<file path="src/rtl/cnu_minsum_serial_if.sv">
// ---------------------------------------------------------------------------
// cnu_minsum_serial_if
// Handshake bundle for the serial min-sum check node unit.
//   in_valid / in_ready / in_data   : variable-to-check messages, one per beat
//                                     in_data = {hard bit, sign, magnitude}
//   out_valid / out_ready / out_data: check-to-variable messages, one per beat
//                                     out_data = {sign, magnitude}
//   out_idx  : position of the current output beat within its row
//   out_last : marks the final beat of a row
//   p_bit    : parity of the row's hard decisions, constant across the row
// The slave modport is the check node; the master modport is the PE side.
// ---------------------------------------------------------------------------
interface cnu_minsum_serial_if #(
    parameter int DEGREE = 6,
    parameter int MAG_W  = 4
);
    localparam int IDX_W = $clog2(DEGREE);

    logic             in_valid;
    logic             in_ready;
    logic [MAG_W+1:0] in_data;
    logic             out_valid;
    logic             out_ready;
    logic [MAG_W:0]   out_data;
    logic [IDX_W-1:0] out_idx;
    logic             out_last;
    logic             p_bit;

    modport slave (
        input  in_valid, in_data, out_ready,
        output in_ready, out_valid, out_data, out_idx, out_last, p_bit
    );

    modport master (
        output in_valid, in_data, out_ready,
        input  in_ready, out_valid, out_data, out_idx, out_last, p_bit
    );
endinterface

</file>
<file path="src/rtl/cnu_minsum_serial.sv">
// ---------------------------------------------------------------------------
// cnu_minsum_serial
// Serial-I/O offset min-sum check node unit. A row of DEGREE messages is
// collected one per beat while min1/min2/argmin, the sign XOR and the
// hard-decision parity are tracked. When the row closes, the results move
// into an output bank that streams DEGREE check-to-variable messages back,
// so the collector is immediately free for the next row.
// Ports:
//   clk : rising-edge clock
//   rst : synchronous active-high reset, discards partial and pending rows
//   bus : slave side of cnu_minsum_serial_if (see that file for signals)
// ---------------------------------------------------------------------------
module cnu_minsum_serial #(
    parameter int DEGREE = 6,
    parameter int MAG_W  = 4,
    parameter int OFFSET = 0
) (
    input  logic               clk,
    input  logic               rst,
    cnu_minsum_serial_if.slave bus
);
    localparam int               IDX_W    = $clog2(DEGREE);
    localparam logic [IDX_W-1:0] LAST_IDX = IDX_W'(DEGREE - 1);
    localparam logic [MAG_W-1:0] OFF      = MAG_W'(OFFSET);

    typedef enum logic {
        BANK_EMPTY,
        BANK_FULL
    } bank_state_t;

    // Collector state
    logic [IDX_W-1:0]  cnt;
    logic [MAG_W-1:0]  min1, min2;
    logic [IDX_W-1:0]  idx1;
    logic [DEGREE-1:0] signs;
    logic              sxor, par;

    // Output bank state
    bank_state_t       bank_state;
    logic [IDX_W-1:0]  out_pos;
    logic [MAG_W-1:0]  b_min1, b_min2;
    logic [IDX_W-1:0]  b_idx1;
    logic [DEGREE-1:0] b_signs;
    logic              b_sxor, b_par;

    logic [MAG_W-1:0]  in_mag;
    logic              in_sign, in_hard;
    logic              accept_in, out_hs, last_out, row_close;

    logic [MAG_W-1:0]  base_min1, base_min2;
    logic              base_sxor, base_par;
    logic [MAG_W-1:0]  nxt_min1, nxt_min2;
    logic [IDX_W-1:0]  nxt_idx1;
    logic              nxt_sxor, nxt_par;
    logic [DEGREE-1:0] nxt_signs;

    logic [MAG_W-1:0]  sel_mag, out_mag;

    assign in_mag  = bus.in_data[MAG_W-1:0];
    assign in_sign = bus.in_data[MAG_W];
    assign in_hard = bus.in_data[MAG_W+1];

    assign out_hs    = (bank_state == BANK_FULL) && bus.out_ready;
    assign last_out  = out_hs && (out_pos == LAST_IDX);

    // The closing beat may only be taken when the bank is free now or is
    // handing over its final beat in this same cycle.
    assign bus.in_ready = (cnt != LAST_IDX) || (bank_state == BANK_EMPTY) || last_out;
    assign accept_in    = bus.in_valid && bus.in_ready;
    assign row_close    = accept_in && (cnt == LAST_IDX);

    // Next collector values for the beat on in_data. Beat 0 starts from the
    // neutral values instead of whatever the previous row left behind. The
    // strict compares keep the first occurrence of a tied minimum as argmin.
    // Signs are shifted in so that bit 0 holds beat 0 once the row is full.
    always_comb begin
        base_min1 = (cnt == '0) ? '1   : min1;
        base_min2 = (cnt == '0) ? '1   : min2;
        base_sxor = (cnt == '0) ? 1'b0 : sxor;
        base_par  = (cnt == '0) ? 1'b0 : par;
        nxt_min1  = base_min1;
        nxt_min2  = base_min2;
        nxt_idx1  = (cnt == '0) ? '0 : idx1;
        if (in_mag < base_min1) begin
            nxt_min2 = base_min1;
            nxt_min1 = in_mag;
            nxt_idx1 = cnt;
        end else if (in_mag < base_min2) begin
            nxt_min2 = in_mag;
        end
        nxt_sxor  = base_sxor ^ in_sign;
        nxt_par   = base_par ^ in_hard;
        nxt_signs = {in_sign, signs[DEGREE-1:1]};
    end

    // Collector registers advance on every accepted input beat; idle cycles
    // leave them untouched so a row may arrive with gaps.
    always_ff @(posedge clk) begin
        if (rst) begin
            cnt   <= '0;
            min1  <= '1;
            min2  <= '1;
            idx1  <= '0;
            signs <= '0;
            sxor  <= 1'b0;
            par   <= 1'b0;
        end else if (accept_in) begin
            min1  <= nxt_min1;
            min2  <= nxt_min2;
            idx1  <= nxt_idx1;
            signs <= nxt_signs;
            sxor  <= nxt_sxor;
            par   <= nxt_par;
            cnt   <= (cnt == LAST_IDX) ? '0 : cnt + 1'b1;
        end
    end

    // Output bank: loaded when a row closes, then walks out_pos through the
    // row one consumed beat at a time. A close that coincides with the final
    // handshake reloads the bank directly, so out_valid never dips.
    always_ff @(posedge clk) begin
        if (rst) begin
            bank_state <= BANK_EMPTY;
            out_pos    <= '0;
            b_min1     <= '0;
            b_min2     <= '0;
            b_idx1     <= '0;
            b_signs    <= '0;
            b_sxor     <= 1'b0;
            b_par      <= 1'b0;
        end else if (row_close) begin
            bank_state <= BANK_FULL;
            out_pos    <= '0;
            b_min1     <= nxt_min1;
            b_min2     <= nxt_min2;
            b_idx1     <= nxt_idx1;
            b_signs    <= nxt_signs;
            b_sxor     <= nxt_sxor;
            b_par      <= nxt_par;
        end else if (out_hs) begin
            if (out_pos == LAST_IDX) begin
                bank_state <= BANK_EMPTY;
                out_pos    <= '0;
            end else begin
                out_pos <= out_pos + 1'b1;
            end
        end
    end

    // The argmin position receives min2, every other position min1; the
    // offset subtraction clamps at zero. Output sign excludes the position's
    // own sign by XOR-ing it back out of the row total.
    always_comb begin
        sel_mag = (out_pos == b_idx1) ? b_min2 : b_min1;
        out_mag = (sel_mag > OFF) ? sel_mag - OFF : '0;
    end

    assign bus.out_valid = (bank_state == BANK_FULL);
    assign bus.out_data  = {b_sxor ^ b_signs[out_pos], out_mag};
    assign bus.out_idx   = out_pos;
    assign bus.out_last  = (bank_state == BANK_FULL) && (out_pos == LAST_IDX);
    assign bus.p_bit     = b_par;
endmodule

</file>
<file path="src/flat_wrapper.sv">
// flat-port wrapper written by rule: the top's interface ports become plain ports
module cnu_minsum_serial_flat 
#(
    parameter int DEGREE = 6,
    parameter int MAG_W  = 4,
    parameter int OFFSET = 0
)
  (clk, rst, bus_in_valid, bus_in_data, bus_out_ready, bus_in_ready, bus_out_valid, bus_out_data, bus_out_idx, bus_out_last, bus_p_bit);
  cnu_minsum_serial_if #(.DEGREE(DEGREE), .MAG_W(MAG_W)) bus_i ();
  input  logic clk;
  input  logic rst;
  input wire logic [$bits(bus_i.in_valid)-1:0] bus_in_valid;
  input wire logic [$bits(bus_i.in_data)-1:0] bus_in_data;
  input wire logic [$bits(bus_i.out_ready)-1:0] bus_out_ready;
  output wire logic [$bits(bus_i.in_ready)-1:0] bus_in_ready;
  output wire logic [$bits(bus_i.out_valid)-1:0] bus_out_valid;
  output wire logic [$bits(bus_i.out_data)-1:0] bus_out_data;
  output wire logic [$bits(bus_i.out_idx)-1:0] bus_out_idx;
  output wire logic [$bits(bus_i.out_last)-1:0] bus_out_last;
  output wire logic [$bits(bus_i.p_bit)-1:0] bus_p_bit;
  assign bus_i.in_valid = bus_in_valid;
  assign bus_i.in_data = bus_in_data;
  assign bus_i.out_ready = bus_out_ready;
  assign bus_in_ready = bus_i.in_ready;
  assign bus_out_valid = bus_i.out_valid;
  assign bus_out_data = bus_i.out_data;
  assign bus_out_idx = bus_i.out_idx;
  assign bus_out_last = bus_i.out_last;
  assign bus_p_bit = bus_i.p_bit;
  cnu_minsum_serial #(.DEGREE(DEGREE), .MAG_W(MAG_W), .OFFSET(OFFSET)) u_core (.clk(clk), .rst(rst), .bus(bus_i));
endmodule
</file>
<file path="config.mk">
export PLATFORM = sky130hd
export DESIGN_NAME = cnu_minsum_serial_flat
export DESIGN_NICKNAME = d
export VERILOG_FILES = /design/src/rtl/cnu_minsum_serial_if.sv /design/src/rtl/cnu_minsum_serial.sv /design/src/flat_wrapper.sv
export SDC_FILE = /design/constraint.sdc
export NUM_CORES = 1
export LEC_CHECK = 0
export CORE_MARGIN = 1
export CORE_UTILIZATION = 57
export DETAILED_ROUTE_END_ITERATION = 7
export GPL_TIMING_DRIVEN = 0
export PLACE_DENSITY = 0.87
export SYNTH_ARGS = -nofsm -noshare
export SYNTH_HDL_FRONTEND = slang
export SYNTH_SLANG_ARGS = --single-unit
export TNS_END_PERCENT = 20
</file>
<file path="constraint.sdc">
create_clock -name clk -period 2.6 [get_ports clk]
set_input_delay 0.65 -clock clk [delete_from_list [all_inputs] [get_ports clk]]
set_output_delay 0.65 -clock clk [all_outputs]
set_load 0.1 [all_outputs]
</file>
-- Word level (Yosys, flattened, before mapping)
Cells that the tools add are included.
- add/subtract/negate cells: 2
- reduce and logical (&&, ||, !) cells: 12
- muxes and demuxes: 18
- order comparisons: 4
- bitwise logic cells: 4
- eq/ne operators: 4
- operators with widths (cell ; number):
    two-way mux 4 bit ; 7
    two-way mux 3 bit ; 4
    less-than comparator 4 bit ; 2
    adder 3 x 1 -> 3 bit (second input constant) ; 2
    == test 3 bit (second input constant) ; 2
    two-way mux 1 bit ; 6
    logical AND 1 bit ; 5
    greater-than comparator 4 x 1 -> 1 bit (second input constant) ; 1
    less-than comparator 3 x 4 -> 1 bit (second input constant) ; 1
    nonzero test 2 bit ; 2
    binary-select mux 1 bit (select 3 bit) ; 1
    == test 3 bit ; 1
    logical NOT 3 bit ; 1
    != test 3 bit (second input constant) ; 1
    XOR 1 bit ; 3
    logical OR 1 bit ; 2
    AND reduction 2 bit ; 1
    OR reduction 2 bit ; 1
    NOT 1 bit ; 1
- output and inout bits: 12
- input port bits: 10
- flip-flop bits (word level): 45

-- Longest topological paths before layout
Gate-level depths: netlist of run 1.
- depth in word-level cells: 7
- depth in mapped cells: 10
- gate-level depth less buffers: 8

-- Least setup slack after synthesis of run 1
No wires, ideal clock.
- path type: register -> output
- from: reg u_core.out_pos[0], in the netlist u_core.bus.out_idx[0]
- to: out bus_out_data[4]
- setup slack: -1176 ps
- required time: 1950 ps
- cell stages (with the launch flop): 5
- arrival time: 3126 ps
- cells stage by stage: dfxtp_1 buf_2 mux4_2 mux2i_1 xnor2_1
- cells in the longest elaborated chain, start to end: 3
- ends and longest elaborated chain (element ; line ; text):
    from (decl) ; cnu_minsum_serial.sv:40 ; logic [IDX_W-1:0] out_pos;
    from (signal assigned) ; cnu_minsum_serial.sv:145 ; out_pos <= out_pos + 1'b1;
    binary-select mux 1 bit (select 3 bit) ; cnu_minsum_serial.sv:159 ; assign bus.out_data = {b_sxor ^ b_signs[out_pos], out_mag};
    two-way mux 1 bit (not written as such) ; cnu_minsum_serial.sv:159 ;
    XOR 1 bit ; cnu_minsum_serial.sv:159 ;
    to (decl) ; flat_wrapper.sv:17 ; output wire logic [$bits(bus_i.out_data)-1:0] bus_out_data;
Every way passes these cells. The select of a mux whose other input is x is not followed.

-- Worst setup path in the final report of run 1
- from: in bus_in_data[3]
- to: reg u_core.min1[1]
- cells in the longest elaborated chain, start to end: 2
- ends and longest elaborated chain (element ; line ; text):
    from (decl) ; flat_wrapper.sv:13 ; input wire logic [$bits(bus_i.in_data)-1:0] bus_in_data;
    less-than comparator 4 bit ; cnu_minsum_serial.sv:84 ; if (in_mag < base_min1) begin
    two-way mux 4 bit ; cnu_minsum_serial.sv:84 ;
    to (signal assigned) ; cnu_minsum_serial.sv:108 ; min1 <= nxt_min1;
    to (decl) ; cnu_minsum_serial.sv:33 ; logic [MAG_W-1:0] min1, min2;
Every way passes these cells.
A chain may end at the register's enable or synchronous reset.

==> impl_results.md, run 1 <==
- Status: finished, violations left
- Failing checks: setup timing
- Most instantiated cells after synthesis: dfxtp_1, nand2_1, a21oi_1
- Most repeated cell in the gate-level netlist after synthesis: dfxtp_1
- Hpwl dp: between 4 and 5 mm
- CP Capture Type: flop
- Starting density of the core: approximately three fifths
- Root buffer cell: clkbuf_8
- Worst Slack Setup Final: -0.00496 ns
- Clock tree buffer depth: 2
- Critical-path maximum fanout: 6
- Internal Dissipation: slightly below 1 mW
- Critical setup path kind: in2reg
- Post-Syn Area per Cell: ~8.3 um^2
- Count of final max-slew check failures: 0
- Critical register-to-register path startpoint: u_core.cnt[1]$_SDFFE_PP0P_
- Overall routed net length: between 6 and 7 mm
- Nets: roughly 330
- Final Hold Viols: 0
- Sequential fraction of design power: around half
- Number of antenna-violating nets in the routed design: 0
- Post-synth net total: 299
- Startpoint of the worst hold path: u_core.b_min1[0]$_SDFFE_PP0P_
- Die width: 66.3 um
- Layout cells sized above 1: between 10 and 15%
- Synth Flop Type: dfxtp_1
- Number of synthesized register bits: 44
- Hold worst-path end: u_core.b_min1[0]$_SDFFE_PP0P_
- Sum Neg Setup Slack: -0.00496 ns
- CTS sink count: 44
- Maximum number of pins on one net before global-route repair: 15
- Final routed DRC violation total: 0
- Synthesis Warnings: 0
- Core Rows: 22
- Routability congestion estimate: 0.929
- Number of ports placed on the die boundary: 22
- Reg clk slew, reported paths: 0.09 ns
- Number of antenna violations at the first check in global routing: 0
- DIE AREA: about 0.0044 mm^2
- Flop-to-flop setup slack: roughly 0.10 ns
- Violation count after the first detailed-route iteration: roughly 280
- Cell accounting for the most synthesized area: dfxtp_1
- Worst vdd rail ir drop: roughly 310 uV
- Cell area after synthesis: roughly 0.0024 mm^2
- Final hold slack: roughly 0.46 ns
- Ratio of routed vias to standard cells: 6.54
- Overflow after GRT: 0
- Combinational fraction of design power: 14.5%
- Setup repair after global routing missed its margin: yes
- Total of max-cap violations: 0
- Worst R2R End: u_core.min2[1]$_SDFFE_PP1P_
- Overall routing resource usage: between 30% and 40%
- Pwr dens: 486 mW/mm^2
- Number of hold-repair buffers added at the cts stage: 0
- Tightest Hold Check Type: reg2reg
- Post-Route Skew: around 0.007 ns
- Leakage Power: a little over 1 nW
- Period utilisation layout: 100%
- Max-Slew Margin vs Limit: a little over a third
- Number of port buffers: 21
- Category of the worst setup path launch point: primary input
- Area growth from synthesis to final layout: 19.7%
- Syn Inst Count: 283
- Yosys cell types: 48
- Slew at the pin closest to its max-slew limit: 0.964 ns
- NetSw: about 390 uW
- Minimum clock period: between 2 and 3 ns
- First-pass GRT wire length: 10.3 mm
- Die height: approximately 66 um
- Share of synthesized area occupied by flip-flops and latches: 37.4%
- CP required: ~2.8 ns
- Setup violations, final: 1
- Switching Fraction: between 20 and 30%
- Area fraction of the dominant cell type after synthesis: 37.4%
- Number of enable-type register cells in the synthesized netlist: 0
- Share of async-settable or async-resettable flops after synthesis: 0%
- Insertion delay of the later-clocked pin in the worst-skew pair: about 0.30 ns
- Area inside the core boundary: between 0.003 and 0.004 mm^2
- Ant. Diodes: 0
- CTS tree: done
- H-tree level count: 2
- Fraction of power consumed by the clock network: 34.1%
- Cell count of the worst reg-to-reg path: 8
- Hold Path Depth: 2
- CTS buffer count: 5
- Max Clk Rate: between 300 and 400 MHz
- Router iterations before antenna repair: 5
- Arrival @ worst endpoint: between 2 and 3 ns
- Number of vias in the routed layout: roughly 2.4k
- Vias in the first global route: 2109
- Routed length per instance: approximately 18 um
- Top post-synthesis cells by area: dfxtp_1, nand2_1, a21oi_1, o21ai_0, ha_1
[worst max-delay path by stage]
stage,start,endpoint,cells past startpoint
final,bus_in_data[3],u_core.min1[1]$_SDFFE_PP1P_,6
after global routing,bus_in_data[3],u_core.min1[1]$_SDFFE_PP1P_,6
after global placement,bus_out_ready,bus_in_ready,4
after floorplan,u_core.bus.out_valid$_SDFFE_PP0P_,bus_out_last,2
after CTS,u_core.cnt[1]$_SDFFE_PP0P_,u_core.min2[1]$_SDFFE_PP1P_,9
after detailed placement,bus_out_ready,bus_in_ready,4
[state kept, by name (all words and copies together), names as in the netlist, 4 cells and up]
register        cells
u_core.b_min2       4
u_core.b_signs      6
u_core.b_min1       4
u_core.min2         4
u_core.min1         4
u_core.signs        5
[final cells by class]
class                      instances  area, um^2
fill                             288         981
tap                               48        60.1
buffer                            19         104
sequential                        44         887
clock buffer                       6        82.6
clock inverter                     2        15.0
inverter                           7        26.3
multi-input combinational        211        1410
timing repair buffer              24         235
[worst max-delay path, cell delays in order]
cell	delay, ns
clkdlybuf4s50_1	0.61
ha_2	0.36
a21oi_2	0.31
o2111ai_4	0.22
or4_1	0.52
o31a_1	0.12
[through the flow]
step	total power, mW	worst slack [ns]	cell area, um^2	cells	utilization (%)
2_1_floorplan	0.834	-0.130	2380	283	-
3_5_place_dp	0.898	-0.742	2650	352	69.7
6_report	1.37	-0.00496	2820	361	74.2
4_1_cts	1.35	0.0125	2790	363	73.3
3_3_place_gp	0.892	-0.741	2650	352	69.7
5_1_grt	1.41	-0.0821	2820	361	74.2
[layout by cell type (no fill, tap or decap), types with 8 or more instances in the layout]
cell type         n
dfxtp_1          41
nand2_1          39
a21oi_1          25
o21ai_0          16
clkdlybuf4s50_1  14
nor2_1           12
buf_4             9
clkbuf_1          9
nand3_1           9
nor3_1            8
[metal layers]
layer	vias to the layer above	GRT usage [%]	part of all wire, %
li1	1109	-	-
met1	1134	43.7	46
met2	104	45.7	44
met3	14	7.59	7.6
met4	0	10.6	1.5
met5	-	0	0
[power by group through the flow]
stage	logic [mW]	registers [mW]	clock network (mW)
after floorplan	0.120	0.714	0
after global placement	0.176	0.716	0
after detailed placement	0.181	0.716	0
after CTS	0.190	0.701	0.460
after global routing	0.212	0.706	0.491
final	0.199	0.704	0.467
[cell families after synthesis]
group,share of synthesized area (%)
compound gates,24.9
xor+xnor,2.61
fa+ha+maj,3.19
buf+inv,5.42
flops,37.4
mux,4.15
simple gates,22.3
[what timing repair did]
item                                    CTS  global route
gates resized for setup                  44            16
endpoints found under the setup margin   22            20
buffers inserted                          3             0
pin swaps                                 2             1
(Power assumes the default switching activity.)
==> inputs of run 2 (changes only) <==
--- a/config.mk
+++ b/config.mk
@@ -5,11 +5,12 @@
 export SDC_FILE = /design/constraint.sdc
 export NUM_CORES = 1
 export LEC_CHECK = 0
+export CORE_ASPECT_RATIO = 2
 export CORE_MARGIN = 1
-export CORE_UTILIZATION = 57
+export CORE_UTILIZATION = 40
 export DETAILED_ROUTE_END_ITERATION = 7
 export GPL_TIMING_DRIVEN = 0
-export PLACE_DENSITY = 0.87
+export PLACE_DENSITY = 0.67
 export SYNTH_ARGS = -nofsm -noshare
 export SYNTH_HDL_FRONTEND = slang
 export SYNTH_SLANG_ARGS = --single-unit
==> impl_results.md, run 2 (synthesis gave the netlist of run 1 again) <==
- Vias in the first global route: roughly 2.3k
- Router iterations before antenna repair: 4
- Ratio of routed vias to standard cells: roughly 6.1
- Post-Route Skew: approximately 0.0059 ns
- Minimum clock period: 2.63 ns
- Insertion delay of the later-clocked pin in the worst-skew pair: slightly below 0.3 ns
- Post-DP Area: 0.00267 mm^2
- Number of antenna-violating nets in the routed design: 0
- Worst vdd rail ir drop: 535 uV
- Category of the worst setup path launch point: primary input
- Critical path launch point: bus_in_data[3]
- Overflow after GRT: 0
- Number of vias in the routed layout: approximately 2.3k
- Overall routing resource usage: a little under a quarter
- Flip-flop count of the largest register after layout: 6
- CTS sink count: 44
- Most common cell after layout, fill and taps aside: dfxtp_1
- Flop-to-flop setup slack: -0.02 ns
- Tightest Hold Check Type: reg2reg
- H-tree level count: 2
- Maximum number of pins on one net before global-route repair: 16
- Critical register-to-register path startpoint: u_core.cnt[0]$_SDFFE_PP0P_
- CTS buffer count: 5
- Pwr dens: around 540 mW/mm^2
- NetSw: ~430 uW
- Worst Slack Setup Final: -0.0266 ns
- Routed length per instance: between 15 and 20 um
- Final core utilization: between 50% and 60%
- First-pass GRT wire length: between 10 and 15 mm
- Sequential fraction of design power: between 40% and 50%
- Layout cells sized above 1: 14.4%
- Biggest register: u_core.b_signs
- Final routed DRC violation total: 0
- Total of max-cap violations: 0
- Root buffer cell: clkbuf_16
- Period utilisation layout: 101%
- Starting density of the core: between 40 and 50%
- Setup repair after global routing missed its margin: yes
- Number of placed cells counting well taps: 365
- Number of antenna violations at the first check in global routing: 0
- Number of ports placed on the die boundary: 22
- Ant. Diodes: 0
- Last element of the critical path: u_core.min1[1]$_SDFFE_PP1P_
- Clock tree buffer depth: 2
- Leakage Power: around 1.0 nW
- Overall routed net length: 6.76 mm
- CP Capture Type: flop
- Max Clk Rate: roughly 380 MHz
- Worst R2R End: u_core.b_min2[1]$_SDFFE_PP0P_
- DIE AREA: 0.00621 mm^2
- Critical-path maximum fanout: 6
- Cell count of the worst reg-to-reg path: 10
- Core Rows: 39
- Arrival @ worst endpoint: 2.81 ns
- Switching Fraction: ~28%
- Critical setup path kind: in2reg
- Final Hold Viols: 0
- Nets: between 300 and 400
- Internal Dissipation: 1.12 mW
- Hpwl dp: approximately 4.9 mm
- Die width: 56.2 um
- Max-Slew Margin vs Limit: a little over a third
- Non-Filler Instances: approximately 370
- Combinational fraction of design power: between 10% and 20%
- Routability congestion estimate: around 0.96
- Fraction of power consumed by the clock network: 41.6%
- Status: finished, violations left
- Slew at the pin closest to its max-slew limit: between 0.9 and 1 ns
- Startpoint of the worst hold path: u_core.b_min1[3]$_SDFFE_PP0P_
- Area growth from synthesis to final layout: 21.5%
- Setup violations, final: 2
- Reg clk slew, reported paths: approximately 0.06 ns
- Failing checks: setup timing
- Violation count after the first detailed-route iteration: 78
- Die height: between 100 and 150 um
- Pre-CTS setup slack: -0.794 ns
- Most frequent cells in the layout: dfxtp_1, nand2_1, a21oi_1
- Total chip power: between 1.5 and 2 mW
- Count of final max-slew check failures: 0
- CTS tree: done
- Number of port buffers: 21
- Fin area: roughly 0.0029 mm^2
- CP required: between 2 and 3 ns
- Area inside the core boundary: 0.00571 mm^2
- Largest registers in the final layout: u_core.b_signs (6), u_core.signs (5)
[run 2: final cells by class]
class / count / area [um^2]
inverters: 7 / 26.3
repair buffers: 25 / 229
fillers: 568 / 2850
clock inverters: 3 / 22.5
multi-input cells: 211 / 1410
clock buffers: 5 / 125
plain buffers: 17 / 86.3
well taps: 61 / 76.3
flip-flops and latches: 44 / 887
[run 2: per-layer routing]
layer	vias to the layer above	GRT usage, %	routed length (um)
li1	1106	-	-
met1	1088	24.1	2550
met2	80	42.5	3640
met3	16	2.81	314
met4	0	10.2	248
met5	-	0	0
[run 2: power groups by stage]
stage / clock network (mW) / registers, mW / logic [mW]
after floorplan: 0 / 0.714 / 0.120
after global placement: 0 / 0.716 / 0.184
after detailed placement: 0 / 0.717 / 0.188
after CTS: 0.644 / 0.701 / 0.203
after global routing: 0.676 / 0.705 / 0.220
final: 0.648 / 0.704 / 0.204
[run 2: repair_timing]
| action | in CTS | in global routing |
|---|---|---|
| endpoints found under the setup margin | 25 | 22 |
| setup buffers | 4 | 0 |
| pin swaps | 2 | 2 |
| hold buffers | 0 | 0 |
| resized for setup | 45 | 7 |
[run 2: worst min-delay path by stage]
| stage | cells after the start | to | slack [ns] |
|---|---|---|---|
| after floorplan | 2 | u_core.b_min1[3]$_SDFFE_PP0P_ | 0.43 |
| after detailed placement | 2 | u_core.b_min1[3]$_SDFFE_PP0P_ | 0.45 |
| after CTS | 2 | u_core.b_min1[3]$_SDFFE_PP0P_ | 0.45 |
| final | 2 | u_core.b_min1[3]$_SDFFE_PP0P_ | 0.45 |
| after global placement | 2 | u_core.b_min1[3]$_SDFFE_PP0P_ | 0.44 |
| after global routing | 2 | u_core.b_min1[3]$_SDFFE_PP0P_ | 0.47 |
[run 2: per-stage QoR]
stage / hold slack (ns) / setup TNS, ns
5_1_grt: 0.474 / -0.683
6_report: 0.450 / -0.0446
3_3_place_gp: 0.439 / -12.21
3_5_place_dp: 0.446 / -13.07
4_1_cts: 0.452 / -0.108
2_1_floorplan: 0.429 / -0.273
[run 2: worst max-delay path, stage by stage]
cell             delay [ns]
clkdlybuf4s50_1        0.53
ha_1                   0.44
a21oi_4                0.25
o2111ai_2              0.23
or4_1                  0.58
o31a_1                 0.13
==> inputs of run 3 (changes only) <==
==> constraint.sdc (replaced) <==
create_clock -name clk -period 3.3 [get_ports clk]
set_input_delay 0.825 -clock clk [delete_from_list [all_inputs] [get_ports clk]]
set_output_delay 0.825 -clock clk [all_outputs]
set_load 0.02 [all_outputs]
==> impl_results.md, run 3 (synthesis gave the netlist of run 1 again) <==
- Number of placed cells counting well taps: around 370
- Die width: about 56 um
- Arrival @ worst endpoint: 2.27 ns
- Routability congestion estimate: just over 0.9
- Vias in the first global route: ~2.3k
- Most common cell after layout, fill and taps aside: dfxtp_1
- Reg clk slew, reported paths: ~0.060 ns
- Largest registers in the final layout: u_core.b_signs (6), u_core.signs (5)
- CP Capture Type: output port
- Final core utilization: 49.0%
- Clock tree buffer depth: 2
- Final routed DRC violation total: 0
- Post-cts sizing count: 1
- H-tree level count: 2
- Pwr dens: around 430 mW/mm^2
- Final Hold Viols: 0
- Non-Filler Instances: approximately 370
- Critical path's slowest cell: clkdlybuf4s50_1
- Area growth from synthesis to final layout: 18.9%
- Hpwl dp: 4.87 mm
- Die height: ~110 um
- Delay contributed by the slowest stage of the critical path: ~0.60 ns
- Router iterations before antenna repair: 4
- Category of the worst setup path launch point: primary input
- Overflow after GRT: 0
- Critical setup path kind: in2out
- Biggest register: u_core.b_signs
- Worst Slack Setup Final: ~0.20 ns
- Max Clk Rate: ~320 MHz
- CP required: between 2 and 2.5 ns
- Leakage Power: around 1 nW
- Area of the multi-input gates: between 0.001 and 0.0015 mm^2
- Most used cell along the critical path: clkdlybuf4s50_1
- Worst vdd rail ir drop: between 500 and 600 uV
- Minimum clock period: approximately 3.1 ns
- Root buffer cell: clkbuf_16
- Area occupied by registers: just under 900 um^2
- Nets: 327
- Setup repair after global routing missed its margin: no
- CTS sink count: 44
- Insertion delay of the later-clocked pin in the worst-skew pair: 0.29 ns
- Number of vias in the routed layout: roughly 2.3k
- Setup violations, final: 0
- Series of cell instances along the critical path: clkdlybuf4s50_1 -> nand4b_1 -> nand2b_1 -> clkdlybuf4s50_1
- Filler Cells Inserted: 580
- Period utilisation layout: 93.9%
- Pre-CTS setup slack: -0.0653 ns
- Slew at the pin closest to its max-slew limit: about 0.65 ns
- Post-CTS repair timing setup buffer count: 0
- Most frequent cells in the layout: dfxtp_1, nand2_1, a21oi_1
- DIE AREA: approximately 0.0062 mm^2
- Layout cells sized above 1: 8.65%
- Tightest Hold Check Type: reg2reg
- Post-Route Skew: 0.00285 ns
- Number of port buffers: 21
- First-pass GRT wire length: around 11 mm
- Total of max-cap violations: 0
- Number of antenna-violating nets in the routed design: 0
- Overall routed net length: about 6.7 mm
- Number of ports placed on the die boundary: 22
- Core Rows: 39
- Met3 Track Usage GR: ~3.9%
- Status: finished, final reports clean
- Combined buffer and inverter count along the critical path: 2
- CTS buffer count: 5
- Routed length per instance: 18.1 um
- Area inside the core boundary: between 0.005 and 0.006 mm^2
- Ratio of routed vias to standard cells: 6.17
- Count of final max-slew check failures: 0
- Crit-path leading delay family: buffers and inverters
- Number of antenna violations at the first check in global routing: 0
- Number of hold-repair buffers added at the cts stage: 0
- Maximum number of pins on one net before global-route repair: 14
- Ant. Diodes: 0
- Overall routing resource usage: around 23%
- Flip-flop count of the largest register after layout: 6
- Max-Slew Margin vs Limit: approximately 56%
- CTS tree: done
- Starting density of the core: between 40% and 50%
- GR peak layer: met2
- Violation count after the first detailed-route iteration: just over 100
- Global-route track usage on met2: 41.1%
- Critical-path maximum fanout: 4
- Met1 layer usage reported by global route: roughly a quarter
[run 3: metrics by stage]
stage                     TNS [ns]  hold WS [ns]  total power [mW]  area, um^2
after floorplan                  0         0.429             0.656        2350
after global placement      -0.260         0.439             0.709        2640
after detailed placement    -0.213         0.443             0.711        2640
after CTS                        0         0.453              1.21        2790
after global routing             0         0.484              1.25        2800
final                            0         0.452              1.21        2800
[run 3: worst register-to-register path, stage by stage, from the launching register on]
cell	delay, ns
dfxtp_1	0.29
clkbuf_1	0.19
nor3_4	0.42
nor2_1	0.16
ha_1	0.39
a21oi_1	0.42
o2111ai_2	0.32
or4_1	0.56
o31a_1	0.12
[run 3: layout make-up]
class / instances / share of cell area, %
clock buffer: 6 / 4.96
sequential: 44 / 31.5
clock inverter: 2 / 0.358
multi-input combinational: 211 / 48.4
tap: 61 / 2.73
buffer: 21 / 3.62
inverter: 7 / 0.939
timing repair buffer: 21 / 7.51
[run 3: layer usage]
metal  vias up  part of all wire [%]
met2        98                    53
met4         0                   4.7
met1      1077                    37
met5         -                     0
met3        22                   4.9
li1       1106                     -
[run 3: final timing paths]
check,start,endpoint,slack (ns),cells past startpoint
min reg2reg,u_core.b_min1[3]$_SDFFE_PP0P_,u_core.b_min1[3]$_SDFFE_PP0P_,0.45,2
max reg2reg,u_core.cnt[1]$_SDFFE_PP0P_,u_core.min1[2]$_SDFFE_PP1P_,0.33,8
min,u_core.b_min1[3]$_SDFFE_PP0P_,u_core.b_min1[3]$_SDFFE_PP0P_,0.45,2
max,bus_out_ready,bus_in_ready,0.20,4
[run 3: power breakdown]
group	leakage (nW)	switching, mW	internal, mW
combinational	0.570	0.0969	0.0523
sequential	0.357	0.0107	0.544
clock	0.0766	0.208	0.299
